[src/rtl/instr_fetch_buffer.sv]
// Instruction fetch buffer: issues word fetches over a req/ack handshake,
// queues {pc, instr} pairs in a small FIFO and presents the head entry to
// decode. A redirect flushes the queue and restarts fetch at a new PC; a
// request already on the bus is completed and its data discarded.
module instr_fetch_buffer #(
  parameter int unsigned DEPTH    = 4,
  parameter logic [31:0] RESET_PC = 32'h0000_0000
) (
  input  logic                     clk,
  input  logic                     rst,
  output logic                     imem_req,
  output logic [31:0]              imem_addr,
  input  logic                     imem_ack,
  input  logic [31:0]              imem_rdata,
  input  logic                     redirect,
  input  logic [31:0]              redirect_pc,
  output logic                     instr_valid,
  input  logic                     instr_ready,
  output logic [31:0]              instr,
  output logic [31:0]              instr_pc,
  output logic [31:0]              instr_pc_plus4,
  output logic [$clog2(DEPTH):0]   fifo_count
);

  localparam int unsigned PW = $clog2(DEPTH);
  localparam int unsigned CW = PW + 1;
  localparam logic [CW-1:0] DEPTH_C = CW'(DEPTH);

  typedef enum logic [1:0] {
    ST_IDLE = 2'd0,
    ST_WAIT = 2'd1,
    ST_DROP = 2'd2
  } state_t;

  state_t          r_state;
  state_t          w_state_next;
  logic            r_req;
  logic            w_req_next;
  logic [31:0]     r_addr;
  logic [31:0]     w_addr_next;
  logic [31:0]     r_fetch_pc;
  logic [31:0]     w_fetch_pc_next;
  logic [31:0]     w_pc_inc;

  logic [31:0]     r_mem_pc    [DEPTH];
  logic [31:0]     r_mem_instr [DEPTH];
  logic [PW-1:0]   r_rd_ptr;
  logic [PW-1:0]   r_wr_ptr;
  logic [PW-1:0]   w_rd_ptr_next;
  logic [PW-1:0]   w_wr_ptr_next;
  logic [CW-1:0]   r_count;
  logic [CW-1:0]   w_count_next;
  logic [CW-1:0]   w_count_after_pop;
  logic [CW-1:0]   w_count_after_push;

  logic            w_hs;
  logic            w_pop;
  logic            w_push;
  logic            r_valid;
  logic [31:0]     r_instr;
  logic [31:0]     r_instr_pc;
  logic [31:0]     r_instr_pc_plus4;
  logic [31:0]     w_head_pc;
  logic [31:0]     w_head_instr;

  // A handshake only counts while we are actually requesting; a pop needs a valid head and no flush.
  assign w_hs               = r_req & imem_ack;
  assign w_pop              = r_valid & instr_ready & ~redirect;
  assign w_pc_inc           = r_fetch_pc + 32'd4;
  assign w_count_after_pop  = r_count - CW'(w_pop);
  assign w_count_after_push = w_count_after_pop + CW'(1'b1);

  // Fetch FSM: next state, request/address and fetch PC (room check includes the word being accepted).
  always_comb begin
    w_state_next    = r_state;
    w_req_next      = r_req;
    w_addr_next     = r_addr;
    w_fetch_pc_next = r_fetch_pc;
    w_push          = 1'b0;
    if (redirect) begin
      w_fetch_pc_next = {redirect_pc[31:2], 2'b00};
    end else begin
      w_fetch_pc_next = r_fetch_pc;
    end
    case (r_state)
      ST_IDLE: begin
        if (!redirect && (w_count_after_pop < DEPTH_C)) begin
          w_state_next = ST_WAIT;
          w_req_next   = 1'b1;
          w_addr_next  = r_fetch_pc;
        end else begin
          w_req_next   = 1'b0;
        end
      end
      ST_WAIT: begin
        if (redirect) begin
          if (w_hs) begin
            w_state_next = ST_IDLE;
            w_req_next   = 1'b0;
          end else begin
            w_state_next = ST_DROP;
            w_req_next   = 1'b1;
          end
        end else if (w_hs) begin
          w_push          = 1'b1;
          w_fetch_pc_next = w_pc_inc;
          if (w_count_after_push < DEPTH_C) begin
            w_addr_next  = w_pc_inc;
          end else begin
            w_state_next = ST_IDLE;
            w_req_next   = 1'b0;
          end
        end else begin
          w_req_next = 1'b1;
        end
      end
      ST_DROP: begin
        if (w_hs) begin
          w_state_next = ST_IDLE;
          w_req_next   = 1'b0;
        end else begin
          w_req_next   = 1'b1;
        end
      end
      default: begin
        w_state_next = ST_IDLE;
        w_req_next   = 1'b0;
      end
    endcase
  end

  // FIFO pointer/count update and selection of the head entry that will be visible after this edge.
  always_comb begin
    if (redirect) begin
      w_rd_ptr_next = '0;
      w_wr_ptr_next = '0;
      w_count_next  = '0;
    end else begin
      w_rd_ptr_next = r_rd_ptr + PW'(w_pop);
      w_wr_ptr_next = r_wr_ptr + PW'(w_push);
      w_count_next  = w_count_after_pop + CW'(w_push);
    end
    if (w_push && (r_wr_ptr == w_rd_ptr_next)) begin
      w_head_pc    = r_fetch_pc;
      w_head_instr = imem_rdata;
    end else begin
      w_head_pc    = r_mem_pc[w_rd_ptr_next];
      w_head_instr = r_mem_instr[w_rd_ptr_next];
    end
  end

  // State, fetch control, FIFO bookkeeping and registered head outputs.
  always_ff @(posedge clk or posedge rst) begin
    if (rst) begin
      r_state          <= ST_IDLE;
      r_req            <= 1'b0;
      r_addr           <= RESET_PC;
      r_fetch_pc       <= RESET_PC;
      r_rd_ptr         <= '0;
      r_wr_ptr         <= '0;
      r_count          <= '0;
      r_valid          <= 1'b0;
      r_instr          <= 32'h0000_0000;
      r_instr_pc       <= 32'h0000_0000;
      r_instr_pc_plus4 <= 32'h0000_0000;
    end else begin
      r_state    <= w_state_next;
      r_req      <= w_req_next;
      r_addr     <= w_addr_next;
      r_fetch_pc <= w_fetch_pc_next;
      r_rd_ptr   <= w_rd_ptr_next;
      r_wr_ptr   <= w_wr_ptr_next;
      r_count    <= w_count_next;
      r_valid    <= (w_count_next != '0);
      if (!redirect) begin
        r_instr          <= w_head_instr;
        r_instr_pc       <= w_head_pc;
        r_instr_pc_plus4 <= w_head_pc + 32'd4;
      end
    end
  end

  // FIFO storage; contents are only meaningful where the count says so, so no reset is needed.
  always_ff @(posedge clk) begin
    if (w_push) begin
      r_mem_pc[r_wr_ptr]    <= r_fetch_pc;
      r_mem_instr[r_wr_ptr] <= imem_rdata;
    end
  end

  assign imem_req       = r_req;
  assign imem_addr      = r_addr;
  assign instr_valid    = r_valid;
  assign instr          = r_instr;
  assign instr_pc       = r_instr_pc;
  assign instr_pc_plus4 = r_instr_pc_plus4;
  assign fifo_count     = r_count;

endmodule

[config.mk]
export PLATFORM = sky130hd
export DESIGN_NAME = instr_fetch_buffer
export DESIGN_NICKNAME = d
export VERILOG_FILES = /design/src/rtl/instr_fetch_buffer.sv
export SDC_FILE = /design/constraint.sdc
export NUM_CORES = 1
export LEC_CHECK = 0
export ABC_AREA = 1
export BUFFER_PORTS_ARGS = -buffer_cell sky130_fd_sc_hd__clkbuf_2
export CORE_ASPECT_RATIO = 1.25
export CORE_UTILIZATION = 59
export CTS_CLUSTER_SIZE = 40
export DETAILED_ROUTE_END_ITERATION = 10
export GPL_TIMING_DRIVEN = 0
export PLACE_DENSITY = 0.8
export SLEW_MARGIN = 20
export SYNTH_ARGS = -nofsm -noshare
export SYNTH_HDL_FRONTEND = slang
export SYNTH_SLANG_ARGS = --single-unit
[constraint.sdc]
create_clock -name clk -period 6.95 [get_ports clk]
set_input_delay 0 -clock clk [delete_from_list [all_inputs] [get_ports clk]]
set_output_delay 0 -clock clk [all_outputs]
set_load 0.01 [all_outputs]
=== After elaboration in Yosys (flattened, before gate mapping) ===
Memories as Yosys holds them, arrays and structs flattened. A register that Yosys moved wholly into a read port is not among the register bits.
Index checks and enable logic that the tools add are counted.

* Bitwise gates (word level): 4
* Equal/unequal tests: 11
* Reduce and logical (&&, ||, !) cells: 9
* Multiplexer cells: 31
* $add $sub $neg: 7
* Order comparisons: 2

{| class="wikitable"
|+ Operators by type and width
! kind !! count
|-
| 32-bit two-way mux || 9
|-
| 32-bit by 3-bit adder with 32-bit output (second input constant) || 2
|-
| 32-bit case mux with 2 select lines || 1
|-
| 2-bit two-way mux || 8
|-
| 1-bit two-way mux || 10
|-
| 2-bit != test (second input constant) || 5
|-
| 3-bit less-than comparator (second input constant) || 2
|-
| 3-bit != test (second input constant) || 2
|-
| 2-bit case mux with 3 select lines || 1
|-
| 5-bit AND reduction || 1
|-
| 2-bit by 1-bit adder with 2-bit output || 2
|-
| 4-bit != test (second input constant) || 1
|-
| 4-bit AND reduction || 1
|-
| 3-bit by 1-bit adder with 3-bit output || 1
|-
| 3-bit by 1-bit adder with 3-bit output (second input constant) || 1
|-
| 1-bit AND || 3
|-
| 3-bit two-way mux || 1
|-
| 1-bit case mux with 3 select lines || 1
|-
| 3-bit nonzero test || 1
|-
| 3-bit by 1-bit subtractor with 3-bit output || 1
|-
| 2-bit by 1-bit equality test with 1-bit output (second input constant) || 1
|-
| 2-bit equality test || 1
|-
| 2-bit equality test (second input constant) || 1
|-
| 1-bit logical AND || 2
|-
| 4 further kinds || 5
|}

* Memories kept: 2
* RAM bits: 256
* Output and inout port bits: 133
* Word-level logic and storage cells: 76
* Input port bits: 69
* Register bits: 139

{| class="wikitable"
|+ Memories
! name !! words !! width !! rd ports !! clocked after Yosys merged registers in !! wr ports !! RTL line !! source
|-
| r_mem_instr || 4 || 32 || 1 || 1 || 1 || 46 || <nowiki>logic [31:0] r_mem_instr [DEPTH];</nowiki>
|-
| r_mem_pc || 4 || 32 || 1 || 0 || 1 || 45 || <nowiki>logic [31:0] r_mem_pc [DEPTH];</nowiki>
|}

=== Longest topological paths before layout ===
Gate-level depths: netlist of run 1.

* Depth after elaboration: 9
* Depth in mapped cells: 23
* Depth with buffers taken out: 19

=== Least setup slack after synthesis of run 1 ===
Ideal clock, no wire load.

* Path type: reg-to-reg
* Start: register r_state[1]
* End: memory r_mem_instr[2][0], enable pin
* Library setup time: 565 ps
* Path slack: 655 ps
* Data arrival time: 5730 ps
* Data required time: 6385 ps
* Buffers on the path: 3
* Stages on the path, launching flop included: 10
* Cells stage by stage: dfrtp_1 -> inv_1 -> ha_1 -> buf_4 -> inv_4 -> nor2_4 -> nand2_2 -> clkbuf_1 -> clkbuf_1 -> nor3_1

* Cells in the longest elaborated chain, start to end: 4

{| class="wikitable"
|+ RTL lines
! what !! RTL line !! source
|-
| start, declared || 35 || <nowiki>state_t r_state;</nowiki>
|-
| start signal, assigned || 167 || <nowiki>r_state <= w_state_next;</nowiki>
|-
| 2-bit by 1-bit equality test with 1-bit output || 85 || <nowiki>case (r_state)</nowiki>
|-
| 1-bit two-way mux || 85 ||
|-
| 1-bit two-way mux || 185 || <nowiki>if (w_push) begin</nowiki>
|-
| 1-bit two-way mux (not written as such) || 187 || <nowiki>r_mem_instr[r_wr_ptr] <= imem_rdata;</nowiki>
|-
| end, declared || 46 ||
|}

No other way between the ends.

=== Final worst setup path of run 1 ===
* Start: input port redirect
* End: register r_addr[31] (netlist: imem_addr[31])

* Cells in the longest elaborated chain, start to end: 7
* Elaborated cells on any way between the ends: 12
* Those cells by class: add/sub: 2; order compare: 2; eq/ne: 3; bitwise: 2; reduce/logical: 3

{| class="wikitable"
|+ RTL lines
! what !! RTL line !! source
|-
| start, declared || 15 || <nowiki>input logic redirect,</nowiki>
|-
| 1-bit inverter || 68 || <nowiki>assign w_pop = r_valid & instr_ready & ~redirect;</nowiki>
|-
| 1-bit AND || 68 ||
|-
| 3-bit by 1-bit subtractor with 3-bit output || 70 || <nowiki>assign w_count_after_pop = r_count - CW'(w_pop);</nowiki>
|-
| 3-bit by 1-bit adder with 3-bit output or 3-bit less-than comparator (tied branches) || 71, 87 ||
|-
| 3-bit less-than comparator or 1-bit logical AND (tied branches) || 107, 87 ||
|-
| 2-bit != test (no line) || -- ||
|-
| 5-bit AND reduction (no line) (*) || -- ||
|-
| end signal, assigned || 169 || <nowiki>r_addr <= w_addr_next;</nowiki>
|-
| end, declared || 39 || <nowiki>logic [31:0] r_addr;</nowiki>
|}

Mark *: on every way between the ends. The rest lies on a longest branch, timed or not.
A chain may end at the register's enable or synchronous reset.

==> results.cfg, run 1 <==
[power]
power_density_nw_per_um2 = 301
leakage_uw = 0.0101
ir_worst_vdd_mv = 0.349

[worst_setup_path]
crit_required_ns = 7.39
worst-setup-path-type = input port to flop
maximum_net_fanout_on_the_critical_path = 10
cp_slowest_stage_delay_ns = 0.66
crit_path_end_kind = flop
cpMostUsedCell = sky130_fd_sc_hd__nand2_1
timing.critical_path.cells = buf_6, clkbuf_1, clkbuf_1, buf_1, nor2_1, ha_1, ha_1, or2_2, nand2_1, xor2_1, nand2_1, a21oi_1, clkinv_1, clkbuf_1, nand2_1, nand2_1
arrival_ns = 4.92
setup.worst_path.start_class = input port
worst_path_max_delay_cell = sky130_fd_sc_hd__buf_1

[finish]
syn2layout_area_growth_pct = 19.7
num_antenna_cells = 0
drive_gt1_share_pct = 17.4
nets = 2473
postLayoutCoreUtil_pct = 71.6

[hold_path]
hold_path.class = input port to asynchronous set/reset pin

[die]
rows = 74
starting_density_pct = 59.8
die_area_sq_um = 33800
floorplan.die.width_um = 165
floorplan.die.height_um = 205
placeableCoreArea_sq_um = 32600
boundaryPins = 202

[detailed_routing]
drtIter0Drc = 1607
route.detailed.vias_per_inst = 5.71
route.vias.total = 16200
wl_per_cell_um = 20.4
drt_pre_antenna_iters = 6
drc_violations_left = 0
ant_nets = 0
routed_wl_mm = 58.1

[global_routing]
global_route.usage.met1_pct = 40.6
grt_start_max_net_pins = 86
groute.layer.met2.usage_pct = 61.2
antenna_found_initial = 0
global_route_wire_length_before_repair_mm = 87.7
overflow = 0
grt_use_met3_pct = 4.92
vias_in_the_first_global_route = 15900
groute.usage.overall_pct = 35.0
most_utilized_layer_in_the_global_route_result = met2

[clocking]
cts_tree = done
clock_buffers_created_by_tritoncts = 41
worstSkewPairLatency_ns = 0.57
h-tree-depth = 2
cts_root_buffer = sky130_fd_sc_hd__clkbuf_16
cts.repair_timing.setup_buffer_count = 0
clockBufferDepth = 3
clock_sinks = 425
clk_pin_slew_ns = 0.07

[yosys]
ys_seq_elements = 425
synthDominantAreaCellType = sky130_fd_sc_hd__edfxtp_1
yosysTopAreaCellShare_pct = 39.4
synth.cell_area_sq_um = 19500
synth.avg_cell_area_sq_um = 9.49
synth_seq_area_share_pct = 61.1
synth.area.top_cells = sky130_fd_sc_hd__edfxtp_1 39%, sky130_fd_sc_hd__dfrtp_1 22%, sky130_fd_sc_hd__nand2_1 13%
synth_ff_type = sky130_fd_sc_hd__edfxtp_1
synth_cell_types = 44
synth_enable_flop_cells = 256
mappedNetlistNets = 2135
synthesis.instances = 2054
synthesis.yosys.warnings = 0
asyncSetResetFlopFracSynth_pct = 39.8

[sta]
totalNegativeSetupSlack_ns = 0
setup_violations = 0
number_of_pins_exceeding_their_max_slew_limit_in_the_final_report = 0
worst_slew_pin_slew_ns = 1.07
report.final.hold_viol_count = 0
period_share_pct = 64.5
grt_setup_unrepaired = false
max_clock_freq_ghz = 0.223
slew_headroom_pct = 28.5
skew_ns = 0.0220
timing.final.crit_period_ns = 4.48
fin_ws_ns = 2.47

[place]
port_buffers = 198
detailed_place_hpwl_mm = 41.3
dp_slack_ns = 2.15
place.gp.congestion = 0.957

[status]
outcome = finished clean

[flow_run]
timing.max_cap.violations = 0
==> metal layers <==
metal	vias up	routed length (um)
li1	7538	-
met1	7624	21300
met2	872	29100
met3	186	4240
met4	0	3460
met5	-	0
==> final cells by class <==
class                   count  area (sq um)
repair buffers            295          1940
multi-input cells        1377          6460
flip-flops and latches    425         11900
plain buffers             114           619
inverters                 138           533
fillers                  2330          9260
well taps                 418           523
clock buffers              58          1160
clock inverters            18           189
==> per-stage QoR <==
step	area (sq um)	hold slack (ns)	instances	total power (uW)
global route	23300	0.0713	2843	7300
CTS	23300	0.0455	2843	7000
floorplan	19500	0.0989	2054	4100
detailed placement	21300	0.154	2703	4750
global placement	21000	0.229	2670	4700
finish	23300	0.0758	2843	7030
==> Yosys cell counts, types with 10 or more instances <==
| master | number |
|---|---|
| sky130_fd_sc_hd__buf_6 | 11 |
| sky130_fd_sc_hd__nand4_1 | 28 |
| sky130_fd_sc_hd__inv_1 | 132 |
| sky130_fd_sc_hd__o21ai_1 | 20 |
| sky130_fd_sc_hd__buf_1 | 12 |
| sky130_fd_sc_hd__nor2_4 | 11 |
| sky130_fd_sc_hd__nand2_2 | 21 |
| sky130_fd_sc_hd__o311ai_0 | 32 |
| sky130_fd_sc_hd__nor2_1 | 181 |
| sky130_fd_sc_hd__clkbuf_1 | 48 |
| sky130_fd_sc_hd__nand3_1 | 88 |
| sky130_fd_sc_hd__edfxtp_1 | 256 |
| sky130_fd_sc_hd__buf_4 | 18 |
| sky130_fd_sc_hd__buf_2 | 23 |
| sky130_fd_sc_hd__xor2_1 | 12 |
| sky130_fd_sc_hd__a31oi_1 | 12 |
| sky130_fd_sc_hd__ha_1 | 12 |
| sky130_fd_sc_hd__o21ai_0 | 147 |
| sky130_fd_sc_hd__a21oi_1 | 54 |
| sky130_fd_sc_hd__or2_2 | 10 |
| sky130_fd_sc_hd__nor3_1 | 14 |
| sky130_fd_sc_hd__nor2_2 | 11 |
| sky130_fd_sc_hd__nand2_1 | 668 |
| sky130_fd_sc_hd__o211ai_1 | 18 |
| sky130_fd_sc_hd__dfrtp_1 | 169 |
==> power breakdown <==
part           leakage (uW)  internal [uW]  switching (uW)
logic               0.00510            521            1060
clock network      0.000661           1290             962
registers           0.00436           2970             235
total                0.0101           4770            2250
==> layout by cell type, fill, tap and decap left out, types with 40 or more instances in the layout <==
master                          instances
sky130_fd_sc_hd__buf_4                 40
sky130_fd_sc_hd__nand3_1               88
sky130_fd_sc_hd__edfxtp_1             256
sky130_fd_sc_hd__o21ai_0              147
sky130_fd_sc_hd__inv_1                131
sky130_fd_sc_hd__nor2_1               181
sky130_fd_sc_hd__dfrtp_1              169
sky130_fd_sc_hd__nand2_1              668
sky130_fd_sc_hd__clkbuf_1              58
sky130_fd_sc_hd__clkbuf_16             41
sky130_fd_sc_hd__dlygate4sd3_1         64
sky130_fd_sc_hd__a21oi_1               54
sky130_fd_sc_hd__clkbuf_2             199
==> state kept, by name, summed over array words and instances (netlist names) <==
name,cells
r_fetch_pc,32
r_state,2
instr_pc,32
fifo_count,3
r_rd_ptr,2
r_mem_pc,128
instr_pc_plus4,30
r_wr_ptr,2
imem_addr,32
instr_valid,1
instr,32
imem_req,1
r_mem_instr,128
==> cells by family (layout without fill, tap and decap cells) <==
kind of cell    after synthesis  after routing  synth area share, %
simple gates               1051           1051                 22.8
flops                       425            425                 61.1
compound gates              300            300                 8.80
buf+inv                     252            623                 5.87
xor+xnor                     14             14                0.629
fa+ha+maj                    12             12                0.770
==> worst max-delay path, delay by kind of cell <==
kind	cells	cell delay, ns
AND/OR/NAND/NOR	6	1.18
XOR/XNOR	1	0.31
adder cells (fa/ha/maj)	2	0.48
AO/OA/AOI/OAI	1	0.24
buffers and inverters	6	2.68
==> what timing repair did <==
action / CTS / global route
setup endpoints to repair: 0 / 0
resized for setup: 0 / 0
hold endpoints to repair: 276 / 0
hold buffers: 64 / 0
==> path summary, 6_finish.rpt <==
kind	slack (ns)	depth (start not counted)	end	from
setup / recovery	2.47	16	imem_addr[31]	redirect
hold / removal	0.08	3	instr_pc_plus4[19]	rst
hold reg to reg	0.48	2	instr_pc[25]	instr_pc[25]
min in group clk	0.08	3	r_fetch_pc[28]	redirect
max in group asynchronous	5.99	4	instr_pc_plus4[3]	rst
setup reg to reg	3.04	12	r_mem_instr[0][15]	r_state[1]
Note: power is estimated with default switching activity, not from simulation.
==> run 2: changes to the inputs <==
--- a/config.mk
+++ b/config.mk
@@ -5,14 +5,14 @@
 export SDC_FILE = /design/constraint.sdc
 export NUM_CORES = 1
 export LEC_CHECK = 0
-export ABC_AREA = 1
+export ABC_AREA = 0
 export BUFFER_PORTS_ARGS = -buffer_cell sky130_fd_sc_hd__clkbuf_2
 export CORE_ASPECT_RATIO = 1.25
-export CORE_UTILIZATION = 59
+export CORE_UTILIZATION = 53
 export CTS_CLUSTER_SIZE = 40
 export DETAILED_ROUTE_END_ITERATION = 10
 export GPL_TIMING_DRIVEN = 0
-export PLACE_DENSITY = 0.8
+export PLACE_DENSITY = 0.76
 export SLEW_MARGIN = 20
 export SYNTH_ARGS = -nofsm -noshare
 export SYNTH_HDL_FRONTEND = slang
==> constraint.sdc (replaced) <==
create_clock -name clk -period 3.78 [get_ports clk]
set_input_delay 0 -clock clk [delete_from_list [all_inputs] [get_ports clk]]
set_output_delay 0 -clock clk [all_outputs]
set_load 0.01 [all_outputs]
==> results.cfg, run 2 <==
[global_routing]
vias_in_the_first_global_route = 14000
antenna_found_initial = 0
global_route_wire_length_before_repair_mm = 83.2
groute.usage.overall_pct = 31.6
overflow = 0
grt_start_max_net_pins = 38

[place]
port_buffers = 199
dp_slack_ns = -2.41
detailed_place_hpwl_mm = 37.9
placed_cells_incl_taps = 2136
place.gp.congestion = 0.954

[worst_setup_path]
setup.worst_path.start_class = flop
crit_required_ns = 4.24
worstRegToRegCells = 16
maximum_net_fanout_on_the_critical_path = 19
cp_slowest_stage_delay_ns = 0.51
crit_path_end_kind = flop
arrival_ns = 4.17
worst_path_max_delay_cell = sky130_fd_sc_hd__or4_1
r2r-end = instr_pc_plus4[28]
cpMostUsedCell = sky130_fd_sc_hd__buf_12
timing.critical_path.cells = and3_4, ha_4, xor2_4, nor4_4, buf_4, buf_12, buf_12, clkbuf_16, nand2_1, nand2_2, ha_2, inv_2, nor3_4, nand3_1, or4_1, a31o_1
worst_r2r_startpoint = instr_valid
worst-setup-path-type = flop to flop
setup_slack_reg_to_reg_ns = 0.07

[finish]
final_cell_mix = 256 x sky130_fd_sc_hd__edfxtp_1, 219 x sky130_fd_sc_hd__nand2_1, 209 x sky130_fd_sc_hd__clkbuf_2
drive_gt1_share_pct = 24.8
final-instance-count-excl-fill = 2298
reg_top3 = r_mem_instr (128), r_mem_pc (128)
num_antenna_cells = 0
mostFrequentLayoutCell = sky130_fd_sc_hd__edfxtp_1
nets = 1877
syn2layout_area_growth_pct = 24.5

[sta]
number_of_pins_exceeding_their_max_slew_limit_in_the_final_report = 0
skew_ns = 0.0142
totalNegativeSetupSlack_ns = 0
setup_violations = 0
slew_headroom_pct = 38.0
period_share_pct = 98.1
grt_setup_unrepaired = true
worst_slew_pin_slew_ns = 0.930
fin_ws_ns = 0.0701
report.final.hold_viol_count = 0
timing.final.crit_period_ns = 3.71
max_clock_freq_ghz = 0.270
fin_worst_hold_slack_ns = 0.0525

[yosys]
yosys-top-cells-count = 256 x sky130_fd_sc_hd__edfxtp_1, 222 x sky130_fd_sc_hd__nand2_1, 169 x sky130_fd_sc_hd__dfrtp_1
synth_seq_area_share_pct = 64.1
synthesis.yosys.warnings = 0
area_fraction_in_compound_gates_after_synthesis_pct = 8.53
yosysTopAreaCellShare_pct = 41.4
synthMostInstantiatedCell = sky130_fd_sc_hd__edfxtp_1
synth.cell_area_sq_um = 18600
synth-simple-area-share_pct = 10.5
synthDominantAreaCellType = sky130_fd_sc_hd__edfxtp_1
synth.area.top_cells = sky130_fd_sc_hd__edfxtp_1 41%, sky130_fd_sc_hd__dfrtp_1 23%, sky130_fd_sc_hd__mux4_2 4.6%
ys_seq_elements = 425
synthesis.instances = 1444
multiplexer_area_fraction_after_synthesis_pct = 9.19
asyncSetResetFlopFracSynth_pct = 39.8
synth.avg_cell_area_sq_um = 12.9
largest_family_of_logic_cells_by_synthesized_area = simple AND/OR/NAND/NOR gates
synth_ff_type = sky130_fd_sc_hd__edfxtp_1
synth_cell_types = 75
synth_xor_xnor_area_share_pct = 3.89
adder_and_majority_cell_fraction_of_the_synthesized_area_pct = 0.808
synth_enable_flop_cells = 256
mappedNetlistNets = 1525

[die]
die_area_sq_um = 35800
boundaryPins = 202
floorplan.die.height_um = 211
placeableCoreArea_sq_um = 34500
rows = 76
floorplan.die.width_um = 169
starting_density_pct = 53.8

[power]
p_comb_share_pct = 21.8
power_density_nw_per_um2 = 558
internal-power_uw = 8960
clockPowerShare_pct = 33.0
ir_worst_vdd_mv = 0.457
seq_pwr_share_pct = 45.2
leakage_uw = 0.00915
power.switching_uw = 3940
p_sw_share_pct = 30.5

[detailed_routing]
drc_violations_left = 0
drtIter0Drc = 1527
routed_wl_mm = 55.5
route.vias.total = 13900
wl_per_cell_um = 24.1
route.detailed.vias_per_inst = 6.06
drt_pre_antenna_iters = 5
ant_nets = 0

[hold_path]
hold_path.class = input port to asynchronous set/reset pin

[clocking]
h-tree-depth = 2
clk_pin_slew_ns = 0.06
clockBufferDepth = 3
clock_sinks = 425
clock_buffers_created_by_tritoncts = 42
cts_root_buffer = sky130_fd_sc_hd__clkbuf_16
cts_tree = done
worstSkewPairLatency_ns = 0.57

[flow_run]
timing.max_cap.violations = 0

[status]
outcome = finished clean
## run 2: cell count changes after synthesis, sizes merged, moves of 38 or more
cell	previous run	this run
nand2	690	223
nor2	203	52
inv	136	22
mux2i	0	66
nand3	90	31
mux4	0	38
## run 2: metrics by stage
step / instance area [sq um] / utilization, % / total power, uW
floorplan: 18600 / - / 7290
global placement: 20200 / 58.6 / 8350
detailed placement: 20600 / 59.7 / 8480
CTS: 23000 / 66.5 / 12800
global route: 23100 / 67.0 / 13300
finish: 23100 / 67.0 / 12900
## run 2: worst max path at each step
| stage | start | endpoint | slack (ns) | depth (start not counted) |
|---|---|---|---|---|
| 6_report | instr_valid | instr_pc_plus4[28] | 0.07 | 16 |
| 5_1_grt | instr_valid | instr_pc_plus4[28] | -0.05 | 16 |
| 4_1_cts | instr_valid | instr_pc_plus4[29] | 0.005 | 12 |
| 3_5_place_dp | redirect | instr_pc_plus4[28] | -2.41 | 20 |
| 3_3_place_gp | redirect | r_mem_instr[2][18] | -2.70 | 9 |
| 2_1_floorplan | redirect | instr_pc_plus4[28] | -0.39 | 19 |
## run 2: logic make-up after synthesis
kind of cell | Yosys count
adders and majority gates | 12
AOI/OAI and AO/OA | 259
DFF | 425
muxes | 121
xor gates and xnor gates | 80
buffers and inverters | 125
and+or+nand+nor | 422
## run 2: cell type report
| cell class | count | area (sq um) |
|---|---|---|
| buffer | 100 | 581 |
| clock buffer | 55 | 1150 |
| clock inverter | 23 | 244 |
| fill | 2429 | 11400 |
| inverter | 22 | 86.3 |
| multi-input combinational | 894 | 6380 |
| sequential | 425 | 11900 |
| tap | 468 | 586 |
| timing repair buffer | 311 | 2190 |
## run 2: metal layers
layer  share of wire (%)  up-vias  GRT usage (%)
met5                   0        -              0
met4                 6.9        0           19.3
met3                 8.1      232           5.74
met2                  49      790           52.7
met1                  36     6900           38.3
li1                    -     5993              -
## run 2: worst max-delay path: cells and delay by family (launching register included)
family                   cells  cell delay (ns)
AO/OA/AOI/OAI                1             0.23
adder cells (fa/ha/maj)      2             0.44
buffers and inverters        5             0.70
XOR/XNOR                     1             0.21
AND/OR/NAND/NOR              7             1.60
flip-flops                   1             0.38
## run 2: what timing repair did
item | CTS | global route
pin swaps | 8 | 8
setup buffers | 9 | 14
setup endpoints to repair | 84 | 23
gates resized for setup | 62 | 20
hold buffers | 64 | 0
endpoints found under the hold margin | 252 | 0
## run 2: power by group through the flow
stage / Clock [uW] / Combinational, uW / Sequential, uW
floorplan: 0 / 1320 / 5970
global placement: 0 / 2470 / 5880
detailed placement: 0 / 2580 / 5900
CTS: 4260 / 2730 / 5810
global route: 4440 / 3020 / 5870
finish: 4260 / 2810 / 5830
